--- src/rtl/int_ctrl.sv ---
// Interrupt controller in front of fetch: synchronises and edge-detects sources,
// holds them pending, masks and prioritises them, and issues one vectored interrupt at a time.
module int_ctrl #(
  parameter int unsigned NUM_SRC     = 2,
  parameter int unsigned SYNC_STAGES = 2,
  parameter logic [31:0] VEC_BASE    = 32'h0000_0004,
  parameter int unsigned VEC_STRIDE  = 4
) (
  input  logic               clk,
  input  logic               rst_n,
  input  logic [NUM_SRC-1:0] irq_in,
  input  logic               fire_block,
  input  logic               rti,
  input  logic               rsi,
  input  logic               cfg_we,
  input  logic [1:0]         cfg_addr,
  input  logic [31:0]        cfg_wdata,
  output logic [31:0]        cfg_rdata,
  output logic               int_fire,
  output logic [31:0]        int_vector,
  output logic               int_busy
);

  localparam int unsigned ID_W   = 5;
  localparam int unsigned SYNC_W = SYNC_STAGES * NUM_SRC;

  localparam logic [1:0] A_ENABLE = 2'd0;
  localparam logic [1:0] A_PEND   = 2'd1;
  localparam logic [1:0] A_CAUSE  = 2'd2;

  typedef enum logic [1:0] {
    S_IDLE    = 2'd0,
    S_FIRE    = 2'd1,
    S_SERVICE = 2'd2
  } state_t;

  state_t              state_q;
  logic [SYNC_W-1:0]   sync_q;
  logic [NUM_SRC-1:0]  sync_last;
  logic [NUM_SRC-1:0]  hist_q;
  logic [NUM_SRC-1:0]  irq_edge;
  logic [NUM_SRC-1:0]  pending_q;
  logic [NUM_SRC-1:0]  enable_q;
  logic [NUM_SRC-1:0]  eligible;
  logic [NUM_SRC-1:0]  win_oh;
  logic [NUM_SRC-1:0]  pend_clr;
  logic [NUM_SRC-1:0]  pend_d;
  logic [ID_W-1:0]     win_id;
  logic [ID_W-1:0]     cause_q;
  logic [31:0]         win_vector;
  logic                fire_go;
  logic                unused_wdata;

  assign unused_wdata = ^cfg_wdata;

  // Synchroniser shift chain (stage 0 in the low bits) plus one history stage for edge detect
  always_ff @(posedge clk or negedge rst_n) begin
    if (!rst_n) begin
      sync_q <= '0;
      hist_q <= '0;
    end else begin
      sync_q <= SYNC_W'({sync_q, irq_in});
      hist_q <= sync_last;
    end
  end

  assign sync_last = sync_q[SYNC_W-1 -: NUM_SRC];
  assign irq_edge  = sync_last & ~hist_q;

  // Fixed priority: isolate the lowest set eligible bit, then encode it
  always_comb begin
    eligible = pending_q & enable_q;
    win_oh   = eligible & (~eligible + NUM_SRC'(1));
    win_id   = '0;
    for (int i = 0; i < int'(NUM_SRC); i++) begin
      if (win_oh == (NUM_SRC'(1) << i)) win_id = ID_W'(i);
    end
  end

  assign fire_go    = (state_q == S_IDLE) && (eligible != '0) && !fire_block;
  assign win_vector = VEC_BASE + 32'(win_id) * 32'(VEC_STRIDE);

  // A new edge wins over a same-cycle clear from firing or software
  always_comb begin
    pend_clr = '0;
    if (fire_go)                       pend_clr = pend_clr | win_oh;
    if (cfg_we && cfg_addr == A_PEND)  pend_clr = pend_clr | cfg_wdata[NUM_SRC-1:0];
    pend_d = (pending_q & ~pend_clr) | irq_edge;
  end

  always_ff @(posedge clk or negedge rst_n) begin
    if (!rst_n) begin
      pending_q <= '0;
      enable_q  <= '1;
    end else begin
      pending_q <= pend_d;
      if (cfg_we && cfg_addr == A_ENABLE) enable_q <= cfg_wdata[NUM_SRC-1:0];
    end
  end

  // Service FSM with registered fire/busy/vector outputs
  always_ff @(posedge clk or negedge rst_n) begin
    if (!rst_n) begin
      state_q    <= S_IDLE;
      cause_q    <= '0;
      int_fire   <= 1'b0;
      int_busy   <= 1'b0;
      int_vector <= VEC_BASE;
    end else begin
      case (state_q)
        S_IDLE: begin
          if (fire_go) begin
            state_q    <= S_FIRE;
            cause_q    <= win_id;
            int_fire   <= 1'b1;
            int_busy   <= 1'b1;
            int_vector <= win_vector;
          end
        end
        S_FIRE: begin
          state_q  <= S_SERVICE;
          int_fire <= 1'b0;
        end
        S_SERVICE: begin
          if (rti || rsi) begin
            state_q  <= S_IDLE;
            int_busy <= 1'b0;
          end
        end
        default: begin
          state_q  <= S_IDLE;
          int_fire <= 1'b0;
          int_busy <= 1'b0;
        end
      endcase
    end
  end

  always_comb begin
    cfg_rdata = '0;
    case (cfg_addr)
      A_ENABLE: cfg_rdata = 32'(enable_q);
      A_PEND:   cfg_rdata = 32'(pending_q);
      A_CAUSE:  cfg_rdata = {int_busy, 26'b0, cause_q};
      default:  cfg_rdata = '0;
    endcase
  end

endmodule
--- config.mk ---
export PLATFORM = sky130hd
export DESIGN_NAME = int_ctrl
export DESIGN_NICKNAME = d
export VERILOG_FILES = /design/src/rtl/int_ctrl.sv
export SDC_FILE = /design/constraint.sdc
export NUM_CORES = 1
export LEC_CHECK = 0
export ABC_AREA = 0
export CAP_MARGIN = 20
export CELL_PAD_IN_SITES_DETAIL_PLACEMENT = 0
export CELL_PAD_IN_SITES_GLOBAL_PLACEMENT = 1
export CORE_AREA = 2 2 77 79
export CTS_BUF_LIST = sky130_fd_sc_hd__clkbuf_4
export CTS_CLUSTER_SIZE = 12
export DETAILED_ROUTE_END_ITERATION = 12
export DIE_AREA = 0 0 79 81
export HOLD_SLACK_MARGIN = 0.06
export PLACE_DENSITY_LB_ADDON = 0.1
export SYNTH_ARGS = -nofsm -noshare
export SYNTH_HDL_FRONTEND = slang
export SYNTH_SLANG_ARGS = --single-unit
--- constraint.sdc ---
create_clock -name clk -period 1.7 [get_ports clk]
set_clock_uncertainty 0.1 [all_clocks]
set_input_delay 0.255 -clock clk [delete_from_list [all_inputs] [get_ports clk]]
set_output_delay 0.255 -clock clk [all_outputs]
set_load 0.01 [all_outputs]
==> impl_metrics.csv <==
group,metric,value,unit
sta,setup_viol,0,
placed_design,place_congestion,0.711,
global_routing,first_global_vias,510,
global_routing,track_usage,5.13,%
setup_path,cp_max_fo,4,
finish,final_common_cell,"conb_1",
power_and_ir_drop,p_int,0.000803,W
routing,vias,613,
finish,stdcell_area,1200,um^2
synth,synth_area_leaders,"buf_4 (40%), dfrtp_1 (30%), dfstp_2 (7.2%)",
worst_hold_path,min-delay-path-class,"in -> async",
setup_path,cp-start-kind,"register",
synth,synth_top_family_by_area,"buffers and inverters",
synth,syn_area,1090,um^2
finish,antennaDiodeCount,0,
synth,synth_mux_area_share,3.89,%
power_and_ir_drop,combPwrFrac,36.6,%
flow_run,max_cap_viol_count,0,
sta,drv_slew,0,
clock_network,clockRootBuffer,"clkbuf_4",
synth,yosys_warnings,0,
global_routing,grt_pass1_wl,2470,um
power_and_ir_drop,switching_share,34.3,%
sta,fin_crit_sh,92.3,%
clock_network,cts_tree,"done",
finish,nets,178,
finish,drive_gt1_share,15.6,%
setup_path,cp.arrival,1.21,ns
routing,wire_per_inst,8.28,um
power_and_ir_drop,p_leak,0.603,nW
setup_path,cp.required,1.34,ns
power_and_ir_drop,power.density,1020,nW/um^2
clock_network,postCtsHoldBufs,0,
placed_design,numPortBuffers,18,
routing,drtIter0Drc,0,
floorplanning,pin_count,108,
power_and_ir_drop,irDropWorstVdd,0.437,mV
floorplanning,core,5680,um^2
synth,synth_cell_types,23,
synth,ys_seq_area_share,36.9,%
routing,via_per_inst,2.92,
routing,drt-total-wl,1740,um
sta,hold_viol,0,
finish,layout_common_cells,"conb_1 (59), dfrtp_1 (13), clkdlybuf4s50_1 (12), buf_4 (7)",
setup_path,criticalPathCategory,"reg -> out",
clock_network,cts_made_buffers,3,
routing,drt_first_pass_iters,1,
synth,yosys.area_share.simple,9.60,%
sta,setup_tns,0,ns
global_routing,antenna_found_initial,0,
clock_network,clkSlewWorstSetupHoldPaths,0.11,ns
status,status,"complete, no violations",
global_routing,grt_max_degree,17,
sta,rsz0062_at_grt,"false",
power_and_ir_drop,clockPowerShare,17.6,%
setup_path,end_kind,"primary output",
synth,avgSynthCellArea,10.1,um^2
placed_design,placed_area,1180,um^2
synth,synth_compound_area_share,6.97,%
routing,drcViolationCount,0,
power_and_ir_drop,pwr-share-seq,45.8,%
clock_network,cts_num_sinks,16,
clock_network,cts_buffer_depth,2,
routing,final_antenna_net_count,0,
synth,synth_fa_ha_area_share,0,%
placed_design,place_hpwl,1450,um
synth,synth_xor_area_share,0,%
synth,yosys.area.top_type,"buf_4",
synth,synth_top_area_share,40.5,%
floorplanning,num_rows,28,
floorplanning,initial_core_util,19.3,%
floorplanning,die-area,6400,um^2
synth,ys_ff_latch,16,
global_routing,grt_overflow_total,0,
clock_network,clock_latency,0.29,ns
sta,finalCriticalPeriod,1.57,ns
sta,clock.fmax,637,MHz
synth,synthCells,108,
floorplanning,die_y,81,um
finish,syn_to_final_growth,9.83,%
finish,fin_util,21.2,%
floorplanning,die_w,79,um
clock_network,h-tree-depth,1,
power_and_ir_drop,p_sw,0.000419,W
[worst paths after layout]
| path | startpoint | end | slack, ns | cells past startpoint |
|---|---|---|---|---|
| worst max-delay path | enable_q[1]$_DFFE_PN1P_ | cfg_rdata[1] | 0.13 | 3 |
| worst max register to register | state_q[0]$_DFFE_PN0P_ | pending_q[1]$_DFF_PN0_ | 0.37 | 3 |
| min in group clk | sync_q[0]$_DFF_PN0_ | sync_q[2]$_DFF_PN0_ | 0.26 | 0 |
| max in group asynchronous | rst_n | int_vector[2]$_DFFE_PN1P_ | 1.07 | 2 |
| worst min register to register | sync_q[0]$_DFF_PN0_ | sync_q[2]$_DFF_PN0_ | 0.26 | 0 |
| worst min-delay path | rst_n | state_q[0]$_DFFE_PN0P_ | 0.16 | 2 |
[registers in the layout, indices dropped and copies added, names as in the netlist]
register and flops:
sync_q 4, enable_q 2, hist_q 2, pending_q 2, state_q 2, cause_q 1, int_busy 1, int_fire 1
int_vector 1
[critical path: stages (launching register included)]
cell	delay, ns
dfstp_2	0.57
mux2i_1	0.07
nor2_1	0.13
buf_2	0.15
[stage by stage]
step                      worst slack [ns]  hold slack (ns)  std cells  total power [W]
after CTS                          0.00429            0.173        209          0.00124
after detailed placement            -0.311            0.237        204          0.00102
after floorplan                      0.487           -0.141        166         0.000897
final                                0.131            0.163        210          0.00122
after global routing                0.0302            0.179        210          0.00132
after global placement              -0.308            0.232        204          0.00103
[repair_timing]
| action | in CTS | in global routing |
|---|---|---|
| setup endpoints to repair | 4 | 2 |
| gates cloned | 0 | 0 |
| resized for setup | 8 | 4 |
| pin swaps | 0 | 1 |
| setup buffers | 1 | 1 |
[cell usage after synthesis (all sizes together)]
| master | count |
|---|---|
| nand4 | 1 |
| nor3b | 1 |
| nand2b | 1 |
| o21a | 1 |
| a32o | 2 |
| o21ai | 3 |
| mux2 | 2 |
| buf | 60 |
| nand2 | 4 |
| nor3 | 2 |
| conb | 1 |
| and3b | 1 |
| a21boi | 1 |
| mux2i | 2 |
| dfrtp | 13 |
| nand4b | 2 |
| nand3b | 1 |
| inv | 4 |
| dfstp | 3 |
| a21o | 2 |
| nor2 | 1 |
[kinds of logic after synthesis]
kind of cell / count (synthesis)
other cells: 1
compound gates: 9
flops: 16
mux: 4
buf+inv: 64
simple gates: 14
[power groups by stage]
stage                     clock [W]  combinational, W  sequential [W]
after floorplan                   0          0.000315        0.000582
after global placement            0          0.000449        0.000576
after detailed placement          0          0.000449        0.000575
after CTS                  0.000222          0.000451        0.000566
after global routing       0.000246          0.000492        0.000579
final                      0.000215          0.000447        0.000560
[cell type report]
cell class                 count  area, um^2
fill                         621        4470
multi-input combinational     86         445
clock inverter                 1        3.75
timing repair buffer          25         218
clock buffer                   3        22.5
inverter                       4        15.0
sequential                    16         404
tap                           75        93.8
[per-layer routing]
metal | track usage, % | part of all wire, %
met3 | 1.33 | 7.1
met5 | 0 | 0
met2 | 8.98 | 56
met4 | 2.59 | 1.6
met1 | 5.79 | 36
Note: power is estimated with default switching activity, not from simulation.
